`src/rtl/apb2axil_if.sv`:
```
// Bus interfaces for the APB-to-AXI-lite bridge: an APB bus and an AXI-lite bus,
// each with master and slave views.
`timescale 1ns/1ps

interface apb_if #(
    parameter int AWID = 32,
    parameter int DWID = 32,
    parameter int STRB = DWID / 8
);
    logic            psel;
    logic            penable;
    logic            pwrite;
    logic [AWID-1:0] paddr;
    logic [2:0]      pprot;
    logic [DWID-1:0] pwdata;
    logic [STRB-1:0] pstrb;
    logic            pready;
    logic [DWID-1:0] prdata;
    logic            pslverr;

    modport master (
        output psel, penable, pwrite, paddr, pprot, pwdata, pstrb,
        input  pready, prdata, pslverr
    );

    modport slave (
        input  psel, penable, pwrite, paddr, pprot, pwdata, pstrb,
        output pready, prdata, pslverr
    );
endinterface

interface axil_if #(
    parameter int AWID = 32,
    parameter int DWID = 64,
    parameter int STRB = DWID / 8
);
    logic [AWID-1:0] m_axil_awaddr;
    logic [2:0]      m_axil_awprot;
    logic            m_axil_awvalid;
    logic            m_axil_awready;
    logic [DWID-1:0] m_axil_wdata;
    logic [STRB-1:0] m_axil_wstrb;
    logic            m_axil_wvalid;
    logic            m_axil_wready;
    logic [1:0]      m_axil_bresp;
    logic            m_axil_bvalid;
    logic            m_axil_bready;
    logic [AWID-1:0] m_axil_araddr;
    logic [2:0]      m_axil_arprot;
    logic            m_axil_arvalid;
    logic            m_axil_arready;
    logic [DWID-1:0] m_axil_rdata;
    logic [1:0]      m_axil_rresp;
    logic            m_axil_rvalid;
    logic            m_axil_rready;

    modport master (
        output m_axil_awaddr, m_axil_awprot, m_axil_awvalid,
        input  m_axil_awready,
        output m_axil_wdata, m_axil_wstrb, m_axil_wvalid,
        input  m_axil_wready,
        input  m_axil_bresp, m_axil_bvalid,
        output m_axil_bready,
        output m_axil_araddr, m_axil_arprot, m_axil_arvalid,
        input  m_axil_arready,
        input  m_axil_rdata, m_axil_rresp, m_axil_rvalid,
        output m_axil_rready
    );

    modport slave (
        input  m_axil_awaddr, m_axil_awprot, m_axil_awvalid,
        output m_axil_awready,
        input  m_axil_wdata, m_axil_wstrb, m_axil_wvalid,
        output m_axil_wready,
        output m_axil_bresp, m_axil_bvalid,
        input  m_axil_bready,
        input  m_axil_araddr, m_axil_arprot, m_axil_arvalid,
        output m_axil_arready,
        output m_axil_rdata, m_axil_rresp, m_axil_rvalid,
        input  m_axil_rready
    );
endinterface

```
`src/rtl/apb2axil.sv`:
```
// APB slave to AXI-lite master bridge: one APB transfer becomes exactly one AXI-lite
// read or write, with byte-lane steering between the narrow and wide data buses.
`timescale 1ns/1ps

module apb2axil #(
    parameter int AWID      = 32,
    parameter int APB_DWID  = 32,
    parameter int AXIL_DWID = 64,
    parameter int APB_STRB  = APB_DWID / 8,
    parameter int AXIL_STRB = AXIL_DWID / 8
) (
    input logic     clk_i,
    input logic     rst_i,
    apb_if.slave    apb,
    axil_if.master  axil
);

    localparam int LANES  = AXIL_DWID / APB_DWID;
    localparam int LW     = (LANES > 1) ? $clog2(LANES) : 1;
    localparam int APB_SH = $clog2(APB_STRB);

    typedef enum logic [2:0] {IDLE, WREQ, WRESP, RREQ, RDATA, DONE} state_t;

    state_t                 state;
    state_t                 state_next;
    logic [AWID-1:0]        addr_q;
    logic [2:0]             prot_q;
    logic [AXIL_DWID-1:0]   wdata_q;
    logic [AXIL_STRB-1:0]   wstrb_q;
    logic [LW-1:0]          lane_q;
    logic [LW-1:0]          lane_d;
    logic [APB_DWID-1:0]    prdata_q;
    logic                   err_q;
    logic                   aw_done;
    logic                   w_done;
    logic                   setup;
    logic                   aw_valid;
    logic                   w_valid;
    logic                   b_ready;
    logic                   ar_valid;
    logic                   r_ready;
    logic                   ready;
    logic                   unused_resp;

    assign setup       = apb.psel & ~apb.penable;
    assign unused_resp = ^{axil.m_axil_bresp[0], axil.m_axil_rresp[0]};

    // With equal bus widths there is a single lane and the address bits are ignored.
    always_comb begin
        lane_d = '0;
        if (LANES > 1) begin
            lane_d = apb.paddr[APB_SH +: LW];
        end
    end

    always_ff @(posedge clk_i or posedge rst_i) begin
        if (rst_i) begin
            state <= IDLE;
        end else begin
            state <= state_next;
        end
    end

    always_comb begin
        state_next = state;
        aw_valid   = 1'b0;
        w_valid    = 1'b0;
        b_ready    = 1'b0;
        ar_valid   = 1'b0;
        r_ready    = 1'b0;
        ready      = 1'b0;
        case (state)
            IDLE: begin
                if (setup) begin
                    state_next = apb.pwrite ? WREQ : RREQ;
                end
            end
            WREQ: begin
                aw_valid = ~aw_done;
                w_valid  = ~w_done;
                if ((aw_done | axil.m_axil_awready) & (w_done | axil.m_axil_wready)) begin
                    state_next = WRESP;
                end
            end
            WRESP: begin
                b_ready = 1'b1;
                if (axil.m_axil_bvalid) begin
                    state_next = DONE;
                end
            end
            RREQ: begin
                ar_valid = 1'b1;
                if (axil.m_axil_arready) begin
                    state_next = RDATA;
                end
            end
            RDATA: begin
                r_ready = 1'b1;
                if (axil.m_axil_rvalid) begin
                    state_next = DONE;
                end
            end
            DONE: begin
                // A dropped psel means the master abandoned the transfer; finish quietly.
                if (apb.psel & apb.penable) begin
                    ready      = 1'b1;
                    state_next = IDLE;
                end else if (!apb.psel) begin
                    state_next = IDLE;
                end
            end
            default: state_next = IDLE;
        endcase
    end

    always_ff @(posedge clk_i or posedge rst_i) begin
        if (rst_i) begin
            addr_q   <= '0;
            prot_q   <= '0;
            wdata_q  <= '0;
            wstrb_q  <= '0;
            lane_q   <= '0;
            prdata_q <= '0;
            err_q    <= 1'b0;
            aw_done  <= 1'b0;
            w_done   <= 1'b0;
        end else begin
            if (state == IDLE && setup) begin
                addr_q  <= apb.paddr;
                prot_q  <= apb.pprot;
                lane_q  <= lane_d;
                wdata_q <= {LANES{apb.pwdata}};
                wstrb_q <= AXIL_STRB'(apb.pstrb) << (int'(lane_d) * APB_STRB);
            end
            // Each channel's handshake is remembered so its valid drops independently.
            if (state == WREQ) begin
                if (aw_valid & axil.m_axil_awready) aw_done <= 1'b1;
                if (w_valid & axil.m_axil_wready)   w_done  <= 1'b1;
            end else begin
                aw_done <= 1'b0;
                w_done  <= 1'b0;
            end
            if (state == WRESP && axil.m_axil_bvalid) begin
                err_q <= axil.m_axil_bresp[1];
            end
            if (state == RDATA && axil.m_axil_rvalid) begin
                prdata_q <= axil.m_axil_rdata[int'(lane_q) * APB_DWID +: APB_DWID];
                err_q    <= axil.m_axil_rresp[1];
            end
        end
    end

    assign axil.m_axil_awaddr  = addr_q;
    assign axil.m_axil_awprot  = prot_q;
    assign axil.m_axil_awvalid = aw_valid;
    assign axil.m_axil_wdata   = wdata_q;
    assign axil.m_axil_wstrb   = wstrb_q;
    assign axil.m_axil_wvalid  = w_valid;
    assign axil.m_axil_bready  = b_ready;
    assign axil.m_axil_araddr  = addr_q;
    assign axil.m_axil_arprot  = prot_q;
    assign axil.m_axil_arvalid = ar_valid;
    assign axil.m_axil_rready  = r_ready;

    assign apb.pready  = ready;
    assign apb.pslverr = ready & err_q;
    assign apb.prdata  = prdata_q;

endmodule

```
`src/flat_wrapper.sv`:
```
// flat-port wrapper written by rule: the top's interface ports become plain ports
module apb2axil_flat 
#(
    parameter int AWID      = 32,
    parameter int APB_DWID  = 32,
    parameter int AXIL_DWID = 64,
    parameter int APB_STRB  = APB_DWID / 8,
    parameter int AXIL_STRB = AXIL_DWID / 8
)
  (clk_i, rst_i, apb_psel, apb_penable, apb_pwrite, apb_paddr, apb_pprot, apb_pwdata, apb_pstrb, apb_pready, apb_prdata, apb_pslverr, axil_m_axil_awaddr, axil_m_axil_awprot, axil_m_axil_awvalid, axil_m_axil_awready, axil_m_axil_wdata, axil_m_axil_wstrb, axil_m_axil_wvalid, axil_m_axil_wready, axil_m_axil_bresp, axil_m_axil_bvalid, axil_m_axil_bready, axil_m_axil_araddr, axil_m_axil_arprot, axil_m_axil_arvalid, axil_m_axil_arready, axil_m_axil_rdata, axil_m_axil_rresp, axil_m_axil_rvalid, axil_m_axil_rready);
  apb_if #(.AWID(AWID), .DWID(APB_DWID)) apb_i ();
  axil_if #(.AWID(AWID), .DWID(AXIL_DWID)) axil_i ();
  input logic clk_i;
  input logic rst_i;
  input wire logic [$bits(apb_i.psel)-1:0] apb_psel;
  input wire logic [$bits(apb_i.penable)-1:0] apb_penable;
  input wire logic [$bits(apb_i.pwrite)-1:0] apb_pwrite;
  input wire logic [$bits(apb_i.paddr)-1:0] apb_paddr;
  input wire logic [$bits(apb_i.pprot)-1:0] apb_pprot;
  input wire logic [$bits(apb_i.pwdata)-1:0] apb_pwdata;
  input wire logic [$bits(apb_i.pstrb)-1:0] apb_pstrb;
  output wire logic [$bits(apb_i.pready)-1:0] apb_pready;
  output wire logic [$bits(apb_i.prdata)-1:0] apb_prdata;
  output wire logic [$bits(apb_i.pslverr)-1:0] apb_pslverr;
  output wire logic [$bits(axil_i.m_axil_awaddr)-1:0] axil_m_axil_awaddr;
  output wire logic [$bits(axil_i.m_axil_awprot)-1:0] axil_m_axil_awprot;
  output wire logic [$bits(axil_i.m_axil_awvalid)-1:0] axil_m_axil_awvalid;
  input wire logic [$bits(axil_i.m_axil_awready)-1:0] axil_m_axil_awready;
  output wire logic [$bits(axil_i.m_axil_wdata)-1:0] axil_m_axil_wdata;
  output wire logic [$bits(axil_i.m_axil_wstrb)-1:0] axil_m_axil_wstrb;
  output wire logic [$bits(axil_i.m_axil_wvalid)-1:0] axil_m_axil_wvalid;
  input wire logic [$bits(axil_i.m_axil_wready)-1:0] axil_m_axil_wready;
  input wire logic [$bits(axil_i.m_axil_bresp)-1:0] axil_m_axil_bresp;
  input wire logic [$bits(axil_i.m_axil_bvalid)-1:0] axil_m_axil_bvalid;
  output wire logic [$bits(axil_i.m_axil_bready)-1:0] axil_m_axil_bready;
  output wire logic [$bits(axil_i.m_axil_araddr)-1:0] axil_m_axil_araddr;
  output wire logic [$bits(axil_i.m_axil_arprot)-1:0] axil_m_axil_arprot;
  output wire logic [$bits(axil_i.m_axil_arvalid)-1:0] axil_m_axil_arvalid;
  input wire logic [$bits(axil_i.m_axil_arready)-1:0] axil_m_axil_arready;
  input wire logic [$bits(axil_i.m_axil_rdata)-1:0] axil_m_axil_rdata;
  input wire logic [$bits(axil_i.m_axil_rresp)-1:0] axil_m_axil_rresp;
  input wire logic [$bits(axil_i.m_axil_rvalid)-1:0] axil_m_axil_rvalid;
  output wire logic [$bits(axil_i.m_axil_rready)-1:0] axil_m_axil_rready;
  assign apb_i.psel = apb_psel;
  assign apb_i.penable = apb_penable;
  assign apb_i.pwrite = apb_pwrite;
  assign apb_i.paddr = apb_paddr;
  assign apb_i.pprot = apb_pprot;
  assign apb_i.pwdata = apb_pwdata;
  assign apb_i.pstrb = apb_pstrb;
  assign apb_pready = apb_i.pready;
  assign apb_prdata = apb_i.prdata;
  assign apb_pslverr = apb_i.pslverr;
  assign axil_m_axil_awaddr = axil_i.m_axil_awaddr;
  assign axil_m_axil_awprot = axil_i.m_axil_awprot;
  assign axil_m_axil_awvalid = axil_i.m_axil_awvalid;
  assign axil_i.m_axil_awready = axil_m_axil_awready;
  assign axil_m_axil_wdata = axil_i.m_axil_wdata;
  assign axil_m_axil_wstrb = axil_i.m_axil_wstrb;
  assign axil_m_axil_wvalid = axil_i.m_axil_wvalid;
  assign axil_i.m_axil_wready = axil_m_axil_wready;
  assign axil_i.m_axil_bresp = axil_m_axil_bresp;
  assign axil_i.m_axil_bvalid = axil_m_axil_bvalid;
  assign axil_m_axil_bready = axil_i.m_axil_bready;
  assign axil_m_axil_araddr = axil_i.m_axil_araddr;
  assign axil_m_axil_arprot = axil_i.m_axil_arprot;
  assign axil_m_axil_arvalid = axil_i.m_axil_arvalid;
  assign axil_i.m_axil_arready = axil_m_axil_arready;
  assign axil_i.m_axil_rdata = axil_m_axil_rdata;
  assign axil_i.m_axil_rresp = axil_m_axil_rresp;
  assign axil_i.m_axil_rvalid = axil_m_axil_rvalid;
  assign axil_m_axil_rready = axil_i.m_axil_rready;
  apb2axil #(.AWID(AWID), .APB_DWID(APB_DWID), .AXIL_DWID(AXIL_DWID), .APB_STRB(APB_STRB), .AXIL_STRB(AXIL_STRB)) u_core (.clk_i(clk_i), .rst_i(rst_i), .apb(apb_i), .axil(axil_i));
endmodule
```
`config.mk`:
```
export PLATFORM = sky130hd
export DESIGN_NAME = apb2axil_flat
export DESIGN_NICKNAME = d
export VERILOG_FILES = /design/src/rtl/apb2axil_if.sv /design/src/rtl/apb2axil.sv /design/src/flat_wrapper.sv
export SDC_FILE = /design/constraint.sdc
export NUM_CORES = 1
export LEC_CHECK = 0
export CAP_MARGIN = 5
export CORE_UTILIZATION = 25
export DETAILED_ROUTE_END_ITERATION = 8
export PLACE_DENSITY = 0.58
export SLEW_MARGIN = 20
export SYNTH_ARGS = -nofsm -noshare
export SYNTH_HDL_FRONTEND = slang
export SYNTH_SLANG_ARGS = --single-unit
```
`constraint.sdc`:
```
create_clock -name clk_i -period 5.25 [get_ports clk_i]
set_input_delay 0.7875 -clock clk_i [delete_from_list [all_inputs] [get_ports clk_i]]
set_output_delay 0.7875 -clock clk_i [all_outputs]
set_load 0.005 [all_outputs]
```
# Yosys cells after proc, flatten, opt, wreduce, memory -nomap -nowiden
# Cells that the tools add are included.
[classes]
n_reduce_logical = 6
n_mux = 22
n_shift = 2
n_bitwise = 11
n_eq_ne = 13
[op_table]
columns = ["op", "count"]
rows = [
  ["indexed part select 64 x 7 -> 32 bit", 1],
  ["2-to-1 mux 3 bit", 7],
  ["case mux 3 bit (6 select lines)", 1],
  ["2-to-1 mux 1 bit", 13],
  ["inequality test 2 bit (second input constant)", 5],
  ["left shift 4 x 3 -> 8 bit", 1],
  ["AND 1 bit", 6],
  ["equality test 3 x 2 -> 1 bit (second input constant)", 2],
  ["equality test 3 bit (second input constant)", 2],
  ["AND reduction 6 bit", 1],
  ["inequality test 2 x 1 -> 1 bit (second input constant)", 2],
  ["equality test 3 x 1 -> 1 bit (second input constant)", 1],
  ["logical AND 1 bit", 3],
  ["logical NOT 3 bit", 1],
  ["inequality test 3 x 2 -> 1 bit (second input constant)", 1],
  ["inverter 1 bit", 3],
  ["2-to-1 mux 2 bit", 1],
  ["OR 1 bit", 2],
  ["nonzero test 2 bit", 1],
]
[word_totals]
regBits = 146
in_bits = 149
word_cells = 64
output_inout_bits = 181

# Logic depth before layout (Yosys ltp)
# Gate-level depths: netlist of run 1.
[depth]
ltp_word = 5
ltp_mapped = 7
ltp_nobuf = 4

# Worst setup path after synthesis of run 1
# OpenSTA, ideal clock, no wires.
[synth_timing]
path_type = "in2out"
from = "input port apb_psel"
to = "output port apb_pslverr"
path_buffers = 0
path_stages = 3
arrival_ns = 1.096
setup_slack_ns = 3.366
required_time_ns = 4.463
cell_sequence = "nand2_1 > nor2_1 > and2_1"
[synth_via]
elab_chain_cells = 4
[synth_lines]
columns = ["item", "line", "source"]
rows = [
  ["start: declaration", "flat_wrapper.sv:15", "input wire logic [$bits(apb_i.psel)-1:0] apb_psel;"],
  ["AND 1 bit", "apb2axil.sv:105", "if (apb.psel & apb.penable) begin"],
  ["2-to-1 mux 1 bit", "apb2axil.sv:105", ""],
  ["2-to-1 mux 1 bit", "apb2axil.sv:72", "case (state)"],
  ["via apb_pready", "flat_wrapper.sv:22", "output wire logic [$bits(apb_i.pready)-1:0] apb_pready;"],
  ["AND 1 bit", "apb2axil.sv:166", "assign apb.pslverr = ready & err_q;"],
  ["end: declaration", "flat_wrapper.sv:24", "output wire logic [$bits(apb_i.pslverr)-1:0] apb_pslverr;"],
]
# The timed path passes the listed nets, and every way through them passes these cells.

# Worst setup path in the final report of run 1
[layout_timing]
from = "register u_core.addr_q[2], in the netlist u_core.axil.m_axil_araddr[2]"
to = "output port axil_m_axil_araddr[2]"
[layout_lines]
columns = ["item", "line", "source"]
rows = [
  ["start: declaration", "apb2axil.sv:26", "logic [AWID-1:0] addr_q;"],
  ["start signal: assignment", "apb2axil.sv:129", "addr_q <= apb.paddr;"],
  ["end: declaration", "flat_wrapper.sv:36", "output wire logic [$bits(axil_i.m_axil_araddr)-1:0] axil_m_axil_araddr;"],
]
# No word-level cell between the ends.

==> impl_metrics.json, run 1 <==
{
  "status": "complete, no violations",
  "path_buf_inv": 1,
  "p_int_mw": 3.68,
  "slew_headroom_pct": 29.3,
  "cts_tree": "done",
  "ir_worst_vdd_mv": 0.234,
  "via_count": 4518,
  "ios": 330,
  "final_layout_size_suffix_gt1_share_pct": 4.79,
  "finalNonFillerCells": 1105,
  "placed_cells": 1073,
  "setup-tns-final_ns": 0,
  "routabilityCongestion": 0.772,
  "num_antenna_cells": 0,
  "grt_first_pass_wirelength_um": 23900,
  "slew_violations": 0,
  "maxCapViolCount": 0,
  "num_rows": 52,
  "grt_max_degree": 76,
  "ys_ff_latch": 113,
  "start_util_pct": 25.6,
  "worst_pin_slew_ns": 1.06,
  "period_share_pct": 55.1,
  "max_freq_mhz": 345,
  "critical_path_required_ns": 4.46,
  "p_leak_nw": 3.98,
  "synth.net_count": 720,
  "p_per_area_nw_per_um2": 582,
  "critPathArrivalTime_ns": 2.11,
  "core-area_um2": 20300,
  "hold_viol": 0,
  "synth_edf_count": 0,
  "cts_buffer_depth": 2,
  "viasPerCell": 4.09,
  "min_path_type": "reg -> reg",
  "antenna_found_initial": 0,
  "numCtsBuffers": 17,
  "cts_hold_buf": 0,
  "track_usage_pct": 14.6,
  "clock_latency_ns": 0.41,
  "pwr-share-comb_pct": 40.8,
  "die-width_um": 146,
  "layout_commonest_cell": "clkdlybuf4s50_1",
  "postCtsSetupBuffers": 0,
  "rsz0062_at_grt": "false",
  "cp_max_fo": 35,
  "p_clk_share_pct": 26.9,
  "setup_violations": 0,
  "post_drt_wl_per_cell_um": 14.0,
  "clk_pin_slew_ns": 0.05,
  "switching_share_pct": 29.1,
  "cp_slowest_cell": "dfrtp_2",
  "die-area_um2": 21300,
  "htreeDepth": 4,
  "synth_area_um2": 5190,
  "drt_iter0_markers": 122,
  "p_seq_share_pct": 32.3,
  "gr-total-overflow": 0,
  "synthArstFlopShare_pct": 100,
  "yosysWarnings": 0,
  "ctsResizeCount": 0,
  "drt-pass1-iter-count": 4,
  "crit_family": "flip-flops",
  "avgSynthCellArea_um2": 9.08,
  "wl_um": 15400,
  "critPathLaunchType": "flip-flop",
  "final_cell_mix": "327 x clkdlybuf4s50_1, 221 x nand2_1, 112 x dfrtp_1",
  "slowest_delay_ns": 1.04,
  "holdWs_ns": 0.463,
  "p_switching_mw": 1.51,
  "port_buffers": 327,
  "area_delta_synth_final_pct": 72.0,
  "final_nets": 971,
  "clock-skew-final_ns": 0.00713,
  "fp.dieH_um": 146,
  "synth.distinct_cells": 27,
  "worst_setup_path_end_kind": "primary output",
  "grt_pass1_vias": 4263,
  "place_hpwl_um": 11000,
  "crit_chain": "clkdlybuf4s50_1",
  "min_period_ns": 2.89,
  "clkSinkCount": 113,
  "netlist_instances": 571,
  "ys.flop_type": "dfrtp_1",
  "route.detailed.drc": 0,
  "path_class": "reg -> out",
  "clockRootBuffer": "clkbuf_16",
  "antenna_left": 0,
  "seq_area_frac_synth_pct": 54.5
}
power by group through the flow:
stage          registers [mW]  clock network, mW  logic [mW]
2_1_floorplan            1.58                  0        1.01
3_3_place_gp             1.69                  0        2.14
3_5_place_dp             1.70                  0        2.15
4_1_cts                  1.69               1.44        2.16
5_1_grt                  1.75               1.48        2.30
6_report                 1.68               1.40        2.12
state kept, by name, summed over array words and instances (netlist names):
name,cells
u_core.axil.m_axil_arprot,3
u_core.aw_done,1
u_core.state,3
u_core.axil.m_axil_wstrb,8
u_core.err_q,1
u_core.w_done,1
u_core.axil.m_axil_araddr,32
u_core.axil.m_axil_wdata,32
u_core.apb.prdata,32
worst min-delay path, delay by kind of cell, from the launching register on:
| kind | cells | cell delay [ns] |
|---|---|---|
| flops | 1 | 0.34 |
| simple gates | 2 | 0.09 |
cell type report:
type,instances,area (um2)
Inverter,2,10.0
Clock buffer,20,467
Multi-Input combinational cell,358,1720
Timing Repair Buffer,330,3310
Tap cell,270,338
Sequential cell,113,2830
Fill cell,2002,11400
Clock inverter,12,250
cells in the mapped netlist (all sizes together), types with 2 or more instances:
| cell | count | area, um2 |
|---|---|---|
| o21ai | 2 | 10.0 |
| clkbuf | 9 | 33.8 |
| nand3b | 7 | 52.6 |
| a21oi | 33 | 165 |
| mux2i | 33 | 330 |
| inv | 2 | 7.51 |
| nor2 | 40 | 150 |
| nand3 | 4 | 20.0 |
| nor3 | 2 | 10.0 |
| mux2 | 2 | 22.5 |
| nand2b | 2 | 12.5 |
| buf | 89 | 612 |
| nand2 | 221 | 830 |
| and3 | 2 | 12.5 |
| dfrtp | 113 | 2830 |
path summary, 6_finish.rpt:
kind	from	cells past startpoint	endpoint	slack, ns
worst max-delay path	u_core.axil.m_axil_araddr[2]	1	axil_m_axil_araddr[2]	2.36
worst min-delay path	u_core.axil.m_axil_wstrb[1]	2	u_core.axil.m_axil_wstrb[1]	0.46
worst max register to register	u_core.state[0]	4	u_core.axil.m_axil_wstrb[4]	3.37
worst min register to register	u_core.axil.m_axil_wstrb[1]	2	u_core.axil.m_axil_wstrb[1]	0.46
max in group asynchronous	rst_i	3	u_core.apb.prdata[19]	3.59
min in group asynchronous	rst_i	2	u_core.axil.m_axil_araddr[26]	0.84
cells by family (layout without fill, tap and decap cells):
| family | after synthesis | after routing | share of synthesized area, % |
|---|---|---|---|
| and+or+nand+nor | 283 | 283 | 21.8 |
| DFF | 113 | 113 | 54.5 |
| AOI/OAI and AO/OA | 40 | 40 | 4.34 |
| muxes | 35 | 35 | 6.80 |
| buffers and inverters | 100 | 364 | 12.6 |
layer usage:
layer	vias up	wire, um	global-route usage [%]
li1	2244	-	-
met1	2071	6320	17.4
met2	188	7600	24.0
met3	15	1290	5.28
met4	0	222	5.73
met5	-	0	0
through the flow:
step                      util (%)  power [mW]  setup WS, ns  cell area (um2)
after floorplan                  -        2.59          1.48             5190
after detailed placement      40.4        3.85          2.39             8200
after global placement        40.4        3.82          2.37             8200
final                         44.0        5.20          2.36             8920
after global routing          44.0        5.53          2.20             8920
after CTS                     43.9        5.29          2.25             8920
No activity file was read; power rests on OpenSTA's default activity.
==> run 2: changes to the inputs <==
==> constraint.sdc (replaced) <==
create_clock -name clk_i -period 2.8 [get_ports clk_i]
set_input_delay 0.42 -clock clk_i [delete_from_list [all_inputs] [get_ports clk_i]]
set_output_delay 0.42 -clock clk_i [all_outputs]
set_load 0.005 [all_outputs]
==> run 2 against run 1 <==
Against the previous run:
- combinational power up 93%
- total power is 77% higher
- via count is 0.89% higher
- sequential share of layout area grew 0.27 points
- final area is 0.86% lower
- clock-buffer cell count fell by 2
- largest power group unchanged
==> impl_metrics.json, run 2 (synthesis results as in run 1) <==
{
  "status": "complete, no violations",
  "setup-tns-final_ns": 0,
  "maxCapViolCount": 0,
  "antenna_found_initial": 0,
  "route.detailed.drc": 0,
  "final_cell_mix": "327 x clkdlybuf4s50_1, 221 x nand2_1, 112 x dfrtp_1",
  "min_path_type": "in -> async",
  "critPathLaunchType": "flip-flop",
  "p_per_area_nw_per_um2": 1040,
  "ir_worst_vdd_mv": 0.371,
  "power_mw": 9.22,
  "slew_violations": 0,
  "clk_pin_slew_ns": 0.06,
  "drt_iter0_markers": 133,
  "ctsResizeCount": 0,
  "startpoint": "u_core.state[0]",
  "ios": 330,
  "cts_hold_buf": 0,
  "final_layout_size_suffix_gt1_share_pct": 5.13,
  "holdWs_ns": 0.455,
  "cts_tree": "done",
  "track_usage_pct": 14.5,
  "grt_pass1_vias": 4415,
  "final_nets": 974,
  "hold_viol": 0,
  "via_count": 4558,
  "wl_um": 15200,
  "seq_area_um2": 2830,
  "port_buffers": 327,
  "clock_latency_ns": 0.41,
  "cp_max_fo": 13,
  "drt-pass1-iter-count": 6,
  "slew_headroom_pct": 67.1,
  "clkSinkCount": 113,
  "cts_buffer_depth": 2,
  "viasPerCell": 4.11,
  "switching_share_pct": 31.2,
  "fp.dieH_um": 146,
  "p_int_mw": 6.34,
  "setup_violations": 0,
  "p_clk_share_pct": 22.6,
  "critical_path_required_ns": 2.38,
  "p_seq_share_pct": 33.0,
  "post_drt_wl_per_cell_um": 13.7,
  "num_antenna_cells": 0,
  "antenna_left": 0,
  "place_hpwl_um": 10900,
  "rsz0062_at_grt": "false",
  "worst_pin_slew_ns": 0.494,
  "routabilityCongestion": 0.793,
  "fill_cells": 1994,
  "die-width_um": 146,
  "pwr-share-comb_pct": 44.3,
  "min_period_ns": 2.51,
  "grt_first_pass_wirelength_um": 24100,
  "start_util_pct": 25.6,
  "gr-total-overflow": 0,
  "htreeDepth": 4,
  "path_class": "reg -> out",
  "critPathArrivalTime_ns": 2.09,
  "core-area_um2": 20300,
  "die-area_um2": 21300,
  "p_switching_mw": 2.88,
  "postCtsSetupBuffers": 0,
  "num_rows": 52,
  "clockRootBuffer": "clkbuf_16",
  "clock-skew-final_ns": 0.0118,
  "worst_setup_path_end_kind": "primary output",
  "max_freq_mhz": 399,
  "multiInputGateArea_um2": 1720,
  "period_share_pct": 89.6,
  "p_leak_nw": 3.93,
  "numCtsBuffers": 17,
  "layout_commonest_cell": "clkdlybuf4s50_1",
  "r2r-start": "u_core.state[0]",
  "grt_max_degree": 76,
  "worstRegToRegCells": 4,
  "area_delta_synth_final_pct": 70.5
}
==> run 2: cell types whose count changed in the layout (fill, tap and decap cells not counted), sizes merged <==
cell / change
clkbuf: -2
bufinv: -6
clkinvlp: +5
clkinv: +3
buf: +3
==> run 2: per-stage QoR <==
step | worst slack, ns | instances | cell area, um2 | util [%]
floorplan | 1.01 | 571 | 5190 | -
global placement | 0.650 | 1076 | 8280 | 40.8
detailed placement | 0.657 | 1076 | 8280 | 40.8
CTS | 0.263 | 1108 | 8850 | 43.6
global route | 0.165 | 1108 | 8850 | 43.6
finish | 0.291 | 1108 | 8850 | 43.6
==> run 2: path summary, 6_finish.rpt <==
check	to	slack, ns
max	axil_m_axil_awvalid	0.29
max in group asynchronous	u_core.axil.m_axil_araddr[2]	1.98
max reg2reg	u_core.state[0]	0.92
min	u_core.axil.m_axil_arprot[1]	0.45
min reg2reg	u_core.axil.m_axil_wstrb[5]	0.47
min in group clk_i	u_core.axil.m_axil_wstrb[5]	0.47
==> run 2: final cells by class <==
type                       instances  share of cell area (%)
sequential                       113                    32.0
multi-input combinational        358                    19.4
timing repair buffer             333                    38.2
clock buffer                      18                    4.96
clock inverter                    14                    1.49
tap                              270                    3.82
inverter                           2                   0.127
==> run 2: worst max-delay path, cell delays in order (launching register included) <==
cell,delay [ns]
dfrtp_1,0.59
or3b_1,0.46
nor2_1,0.12
clkdlybuf4s50_1,0.51
==> run 2: per-layer routing <==
metal / routed length [um] / GRT usage (%) / vias up
li1: - / - / 2251
met1: 6180 / 17.2 / 2090
met2: 7410 / 24.0 / 206
met3: 1450 / 5.69 / 11
met4: 166 / 4.84 / 0
met5: 0 / 0 / -
==> run 2: power groups by stage <==
stage	Combinational (mW)	Sequential [mW]	Clock, mW
floorplan	1.90	2.96	0
global placement	4.13	3.06	0
detailed placement	4.15	3.08	0
CTS	4.16	3.07	2.16
global route	4.46	3.17	2.24
finish	4.09	3.05	2.09
==> patch (flow settings as in run 2) <==
Make the reset (`rst_i`) synchronous in 2 clocked blocks.
--- a/src/rtl/apb2axil.sv
+++ b/src/rtl/apb2axil.sv
@@ -53,7 +53,7 @@
         end
     end
 
-    always_ff @(posedge clk_i or posedge rst_i) begin
+    always_ff @(posedge clk_i) begin
         if (rst_i) begin
             state <= IDLE;
         end else begin
@@ -113,7 +113,7 @@
         endcase
     end
 
-    always_ff @(posedge clk_i or posedge rst_i) begin
+    always_ff @(posedge clk_i) begin
         if (rst_i) begin
             addr_q   <= '0;
             prot_q   <= '0;
Function: differs if rst_i is asserted again (counterexample within 4 cycles, from zero or initial values and one cycle with rst_i high); with rst_i held inactive, the same outputs for 4 cycles.
==> patch against run 2 <==
Setup slack worse by 0.067 ns; routed wire length up 14%; final area shrank 1.3%; synthesized cell count up 5.6%; area after synthesis about the same; fmax is 2.6% lower; sequential cell count is the same.
Power is not compared: it rests on default switching activity, and its combinational part moved more than twofold at a synthesized area within 25%.
==> patch: results (changes against run 2) <==
Status: complete, no violations (unchanged)
Worst vdd ir: 0.000371 V
Placer congestion estimate: 0.733 (was 0.793)
Worst-Skew Late Latency: 0.41 ns (about the same)
Worst R2R End: u_core.state[2] (was u_core.state[0])
Mapped Nets: 752 (was 720)
Clock skew: 0.00603 ns (was 0.0118 ns)
Placed Area: 8140 µm² (was 8280 µm²)
Post-synth cell types: 33 (was 27)
Setup Fix Bufs, Post-CTS: 0 (unchanged)
Worst Hold Class: flop to flop (was primary input to async pin)
Pint: 3.67 mW
Num CTS Buffers: 17 (unchanged)
# diodes: 0 (unchanged)
Leakage power: 2.89 nW
Setup crit start: u_core.state[0] (unchanged)
Worst EP arrival: 2.16 ns (was 2.09 ns)
Initial DRC count: 210 (was 133)
Critical path's slowest cell: dfxtp_4 (was dfrtp_1)
Post-DP HPWL: 12000 µm (was 10900 µm)
Synth warn: 0 (unchanged)
PortBufs: 327 (unchanged)
Largest net degree at the start of global routing: 76 (unchanged)
Final Non-Filler Cells: 1112 (was 1108)
CTS resizes: 0 (unchanged)
Critical path fanouts, max: 37 (was 13)
Fin. Hold Viols: 0 (unchanged)
Final #Nets: 980 (was 974)
Clk pin slew, worst setup/hold paths: 0.05 ns
Worst setup path endpoint: apb_pslverr (was axil_m_axil_awvalid)
Avg WL per Cell: 15.6 µm (was 13.7 µm)
Worst slew margin: 63.3% (was 67.1%)
H-tree lvl count: 4 (unchanged)
DR vias/cell: 4.57 (was 4.11)
First-pass GRT wire length: 27200 µm (was 24100 µm)
R2R setup slack: 0.93 ns
Share of post-route cells with drive strength above 1: 5.82% (was 5.13%)
Register area share after synthesis: 43.6% (was 54.5%)
Clock root buffer: clkbuf_16 (unchanged)
Gr usage total: 16.3% (was 14.5%)
Worst path top cell family by delay: simple AND/OR/NAND/NOR gates (was flip-flops)
Avg Cell Area, Syn: 8.61 µm² (was 9.08 µm²)
Async SR Flop Fraction: 0% (was 100%)
Synth cell count leaders: 113 x dfxtp_1, 76 x a21oi_1, 70 x buf_4 (was 221 x nand2_1, 113 x dfrtp_1, 68 x buf_4)
Crit path largest cell delay: 0.59 ns (about the same)
Layout fillers: 2073 (was 1994)
Area contributors post-synth: dfxtp_1 44%, buf_4 10%, a21oi_1 7.3% (was dfrtp_1 55%, nand2_1 16%, buf_4 9.8%)
Vias in the first global route: 4864 (was 4415)
Detailed Routing Iterations Pass 1: 6 (unchanged)
Initial antenna violation count: 0 (unchanged)
Clock tree buffer depth: 2 (unchanged)
Worst-case reg-to-reg path depth: 5 (was 4)
-- patch: area by class of cell --
cell class | count | area share [%]
Timing Repair Buffer | 337 | 39.1
Sequential cell | 113 | 26.0
Multi-Input combinational cell | 361 | 24.3
Clock buffer | 20 | 5.23
Tap cell | 270 | 3.87
Clock inverter | 10 | 1.53
Inverter | 1 | 0.0430
-- patch: through the flow --
stage	setup slack, ns	util (%)	hold WS, ns
3_3_place_gp	0.453	40.1	0.464
2_1_floorplan	1.29	-	0.471
4_1_cts	0.195	43.0	0.465
6_report	0.225	43.0	0.481
3_5_place_dp	0.454	40.1	0.472
5_1_grt	0.131	43.0	0.490
-- patch: metal layers --
metal / GRT usage (%) / vias up / part of all wire (%)
met5: 0 / - / 0
met4: 6.20 / 0 / 1.8
met3: 5.66 / 23 / 7.9
met2: 26.9 / 216 / 48
met1: 19.5 / 2306 / 43
li1: - / 2535 / -
-- patch: logic make-up after synthesis --
family                 Yosys count  share of synthesized area [%]
AO/OA/AOI/OAI                  190                           20.3
AND/OR/NAND/NOR                137                           13.8
buffers and inverters          129                           15.8
flip-flops                     113                           43.6
multiplexers                    34                           6.58
-- patch: worst register-to-register path, cell delays in order, from the launching register on --
cell,delay [ns]
dfxtp_4,0.59
buf_4,0.35
inv_2,0.22
buf_12,0.25
o21ai_0,0.24
a21oi_1,0.08
-- patch: how the worst min path moves through the flow --
| stage | cells past startpoint | slack [ns] | end | from |
|---|---|---|---|---|
| after floorplan | 2 | 0.47 | u_core.axil.m_axil_wstrb[4] | u_core.axil.m_axil_wstrb[4] |
| after global placement | 2 | 0.46 | u_core.axil.m_axil_wstrb[3] | u_core.axil.m_axil_wstrb[3] |
| after detailed placement | 2 | 0.47 | u_core.axil.m_axil_wstrb[0] | u_core.axil.m_axil_wstrb[0] |
| after CTS | 2 | 0.47 | u_core.axil.m_axil_wdata[32] | rst_i |
| after global routing | 2 | 0.49 | u_core.axil.m_axil_wdata[41] | rst_i |
| final | 2 | 0.48 | u_core.axil.m_axil_wstrb[0] | u_core.axil.m_axil_wstrb[0] |
-- patch: power by group through the flow --
stage,Combinational [mW],Clock (mW),Sequential [mW]
6_report,0.905,2.18,1.79
4_1_cts,0.918,2.25,1.79
5_1_grt,0.985,2.33,1.80
3_5_place_dp,0.915,0,1.82
2_1_floorplan,0.440,0,1.79
3_3_place_gp,0.913,0,1.82
